`config.mk`:
```
export PLATFORM = sky130hd
export DESIGN_NAME = counter_6bit
export DESIGN_NICKNAME = d
export VERILOG_FILES = /design/src/rtl/counter_6bit.sv
export SDC_FILE = /design/constraint.sdc
export NUM_CORES = 1
export LEC_CHECK = 0
export CAP_MARGIN = 10
export CORE_AREA = 2 2 51 53
export CTS_CLUSTER_SIZE = 16
export DETAILED_ROUTE_END_ITERATION = 6
export DIE_AREA = 0 0 53 55
export PLACE_DENSITY = 0.71
export SLEW_MARGIN = 5
export SYNTH_ARGS = -nofsm -noshare
export SYNTH_HDL_FRONTEND = slang
export SYNTH_SLANG_ARGS = --single-unit
```
`constraint.sdc`:
```
create_clock -name clk -period 1.35 [get_ports clk]
set_input_delay 0.27 -clock clk [delete_from_list [all_inputs] [get_ports clk]]
set_output_delay 0.27 -clock clk [all_outputs]
set_load 0.01 [all_outputs]
```
`src/rtl/counter_6bit.sv`:
```
// counter_6bit: phase counter driving a mirrored quarter-sine LUT address, registered magnitude.
// Define COUNTER_6BIT_SIGN_EN to add the registered sign output (half-period flag).
module counter_6bit #(
  parameter logic [7:0] PEAK_VAL = 8'd64
) (
  input  logic       clk,
  input  logic       rst,
  input  logic       en,
  input  logic       load,
  input  logic [5:0] load_val,
  output logic [5:0] par_out,
  output logic       mirror,
  output logic [5:0] rom_addr,
  input  logic [5:0] rom_data,
  output logic [7:0] magnitude
`ifdef COUNTER_6BIT_SIGN_EN
  ,
  output logic       sign
`endif
);
  logic [5:0] r_par_out;
  logic       r_mirror;
  logic [7:0] r_magnitude;
  logic       w_fold;
  logic       w_wrap;
  assign w_fold    = (r_par_out == 6'd0) && r_mirror;
  assign w_wrap    = !load && en && (r_par_out == 6'd63);
  assign rom_addr  = r_mirror ? 6'd0 - r_par_out : r_par_out;
  assign par_out   = r_par_out;
  assign mirror    = r_mirror;
  assign magnitude = r_magnitude;
  always_ff @(posedge clk or posedge rst) begin
    if (rst) begin
      r_par_out   <= 6'd0;
      r_mirror    <= 1'b0;
      r_magnitude <= 8'd0;
    end else begin
      if (load) r_par_out <= load_val;
      else if (en) r_par_out <= r_par_out + 6'd1;
      if (w_wrap) r_mirror <= ~r_mirror;
      if (load || en) r_magnitude <= w_fold ? PEAK_VAL : {2'b00, rom_data};
    end
  end
`ifdef COUNTER_6BIT_SIGN_EN
  logic r_sign;
  assign sign = r_sign;
  always_ff @(posedge clk or posedge rst) begin
    if (rst) r_sign <= 1'b0;
    else if (w_wrap && r_mirror) r_sign <= ~r_sign;
  end
`endif
endmodule

```
# Word-level counts from Yosys, hierarchy flattened
# Index checks and enable logic that the tools add are counted.
# Widths: inputs -> output; s select.
# totals
ff_bits,15
out_inout_bits,21
wordCells,18
input_bits,16
# op_classes
muxes,4
n_reduce_logical,7
eq_ne,1
bitwise_logic,1
addsub,2
# op_table
operator,count
$mux 6,3
$mux 7,1
$add 6x1->6 const B,1
$eq 6x6->1 const B,1
$logic_not 6->1,1
$sub 1x6->6 const A,1
$logic_and 1x1->1,3
$reduce_bool 2->1,1
$logic_not 1->1,1
$logic_or 1x1->1,1
$not 1->1,1

# Longest topological paths before layout
# logic_depth
word_depth,3
mapped_depth,5
ltp_nobuf,5

# Worst setup path after synthesis
# Ideal clock, no wire load.
# synth_path
path_kind,register to output
startpoint,register r_par_out[2] (netlist: par_out[2])
endpoint,output port rom_addr[5]
setup_slack_ns,-0.212
required_ns,1.080
n_path_buf,1
path_stages_with_launch,5
arrival_ns,1.292
path_cell_list,dfrtp_1 buf_6 or3_4 o31ai_2 xnor2_1
# synth_between
elab_chain_len,2
# synth_rtl
element,line,text
from (decl),21,logic [5:0] r_par_out;
from (signal assigned),38,if (load) r_par_out <= load_val;
from (signal assigned),39,else if (en) r_par_out <= r_par_out + 6'd1;
$sub 1x6->6,28,assign rom_addr = r_mirror ? 6'd0 - r_par_out : r_par_out;
$mux 6,28,
to (decl),13,"output logic [5:0] rom_addr,"
# No other way between the ends.

# Worst setup path after layout
# layout_path
startpoint,register r_par_out[0] (netlist: par_out[0])
endpoint,output port rom_addr[5]
# Same word-level chain as after synthesis.

==> summary.md <==
| Metric | Value |
|---|---|
| Reg-to-Reg End | magnitude[6]$_DFFE_PP0P_ |
| Final #Nets | roughly 160 |
| Peak supply drop | 0.000513 V |
| CP Capture Type | output pin |
| Async SR Flop Fraction | 100% |
| Number of diodes | 0 |
| Commonest non-fill, non-tap cell in the layout | buf_4 |
| Vias | 805 |
| Sequential fraction of the synthesis area | 43.3% |
| Post-route ant nets | 0 |
| Reg area | roughly 360 um2 |
| Cells after synthesis | 89 |
| Total wire length | 2060 um |
| Initial Utilization | between 30 and 40% |
| DIE AREA | between 2000 and 3000 um2 |
| Max FO, Critical Path | 3 |
| Post-Syn Area per Cell | 9.08 um2 |
| Post-DR wirelength/cell | approximately 12 um |
| Fillers | 220 |
| CP top delay family | flip-flops |
| Final setup violation count | 13 |
| Antenna violations before repair | 0 |
| YS warnings | 0 |
| Max cap viols | 0 |
| CTS tree | done |
| Worst-path cell chain | or3_4 > o31ai_4 > xnor2_1 > buf_2 |
| Tcrit/Tclk final | 135% |
| Final WS setup | -0.470 ns |
| Max clock buf depth | 2 |
| Die Ht | 55 um |
| Startpoint types | flop |
| Fin. max-slew vios | 0 |
| Worst hold slack | 0.269 ns |
| DRC | 0 |
| Post-DP HPWL | 1540 um |
| Highest-delay cell along the critical path | dfrtp_2 |
| Area of the multi-input gates | 464 um2 |
| Post-placement cell area | ~1300 um2 |
| Reg2Reg Launch Point | par_out[0]$_DFFE_PP0P_ |
| First-pass GRT wire length | 3260 um |
| # IOs | 37 |
| Iter 0 DRT Violations | 5 |
| GRT Util Overall | 15.7% |
| DR pass1 iterations | 4 |
| Busiest grt layer | met2 |
| RSZ-0062 raised after global routing | yes |
| Clk slew on worst S/H paths | roughly 0.080 ns |
| Post-synth EDFFs | 0 |
| Core Footprint | 2360 um2 |
| Largest family of logic cells by synthesized area | simple AND/OR/NAND/NOR gates |
| Die W | 53 um |
| Pwr Density | about 940 nW/um2 |
| Hold/Removal Path Class | primary input to asynchronous set/reset pin |
| Remaining global-route overflow | 0 |
| Status | finished with violations |
| Pin count of the biggest net entering global routing | 15 |
| GP Congestion | around 0.82 |
| Top_reg_cell synth | dfrtp_1 |
| Post-synthesis compound-gate area fraction | around 10% |
| Port buffer count | 35 |
| R2R depth | 7 |
| #FFs+latches synth | 14 |
| Failing checks | setup timing |
| Post-Synth Simple-Gate Area | 23.7% |
| Root Buffer | clkbuf_4 |
| Max Clock Skew | 0.00170 ns |
| CTS HTree Levels | 1 |
| Commonest cells after routing, fill and taps aside | buf_4, nand2_1, clkdlybuf4s50_1 |
| Vias per inst | 4.63 |
| Slowest stage delay, CP | 0.42 ns |
| Met1 GRT Util | 20.9% |
| Total CTS buffers | 3 |
| # rows | 18 |
| Crit path DAT | between 1.5 and 2 ns |
| Met3 global-route usage | roughly 2.7% |
| Endpoints failing hold | 0 |
| Mux cell area share after synthesis | between 2 and 3% |
| Synth Area in XOR/XNOR | 9.75% |
| Share of cells above drive strength 1 | 37.5% |
| Kind of critical path | flop to output pin |
| Vias in the first global route | 750 |
| CTS hold repair buffers | 0 |
| Yosys cell types | 26 |
| Global routing met2 resource utilization | about 25% |
| Pre-CTS WS | -0.580 ns |
| R2r setup slk | -0.02 ns |
| Final Critical Period | 1.82 ns |
| Synth Area in Adders | 3.10% |
| Synth-to-Final Area Change | 72.4% |
| Mapped Area | 808 um2 |
| FMAX | 549 MHz |
| Critical Path RT | 1.08 ns |
| Leak pwr | roughly 0.00065 uW |
| Sink Count | 14 |
| Clock Latency Late Sink | ~0.28 ns |
| Finished Cell Area | approximately 1400 um2 |
| Net Count, Synth | ~110 |
| Buf+Inv Stages, Crit Path | 1 |
-- power breakdown --
group	internal (uW)	total, uW	switching [uW]
Combinational	283	514	231
Clock	164	301	137
Sequential	461	491	30.4
-- synthesized netlist by cell type (2+ instances only) --
cell      instances  area [um2]
buf_2             2        10.0
buf_4             2        15.0
clkbuf_1          2        7.51
dfrtp_1          14         350
ha_1              2        25.0
inv_1             3        11.3
nand2_1          21        78.8
nand2b_1          2        12.5
nand3_1           3        15.0
nand4_1           2        12.5
o21ai_0          14        70.1
xnor2_1           5        43.8
xor2_1            4        35.0
-- state kept, by name (all words and copies together), names as in the netlist --
register   cells
magnitude      7
par_out        6
mirror         1
-- worst max path at each step --
stage	start	end	cells past startpoint
detailed placement	par_out[1]$_DFFE_PP0P_	rom_addr[5]	4
global placement	par_out[1]$_DFFE_PP0P_	rom_addr[5]	4
global route	par_out[0]$_DFFE_PP0P_	rom_addr[5]	4
CTS	par_out[0]$_DFFE_PP0P_	rom_addr[5]	4
floorplan	par_out[2]$_DFFE_PP0P_	rom_addr[5]	4
finish	par_out[0]$_DFFE_PP0P_	rom_addr[5]	4
-- cells by family after synthesis --
kind of cell               after synthesis
AOI/OAI and AO/OA                       15
xor gates and xnor gates                 9
adders and majority gates                2
buffers and inverters                   10
DFF                                     14
muxes                                    2
other                                    1
and+or+nand+nor                         36
-- per-stage QoR --
stage,power (uW),TNS [ns],cells,util (%)
2_1_floorplan,726,-0.348,89,-
3_3_place_gp,1000,-3.81,166,55.6
3_5_place_dp,1010,-4.35,166,55.6
4_1_cts,1300,-2.48,173,58.0
5_1_grt,1390,-2.84,174,58.9
6_report,1310,-2.01,174,58.9
-- layer usage --
metal	share of wire, %	vias to the layer above	wire, um
li1	-	398	-
met1	45	379	917
met2	50	24	1020
met3	4.7	4	97
met4	1.1	0	23
met5	0	-	0
-- repair_timing --
item | in CTS | in global routing
endpoints found under the setup margin | 27 | 21
buffers inserted | 4 | 3
gates resized for setup | 52 | 12
pin swaps | 1 | 2
-- tightest hold or removal path: stages --
cell             delay, ns
clkdlybuf4s50_1       0.39
inv_1                 0.05
buf_4                 0.20
-- final cells by class --
type | instances | area share [%]
Timing Repair Buffer | 58 | 35.1
Tap cell | 30 | 2.69
Multi-Input combinational cell | 65 | 33.3
Inverter | 3 | 0.808
Sequential cell | 14 | 25.5
Clock buffer | 4 | 2.60
Note: power is estimated with default switching activity, not from simulation.
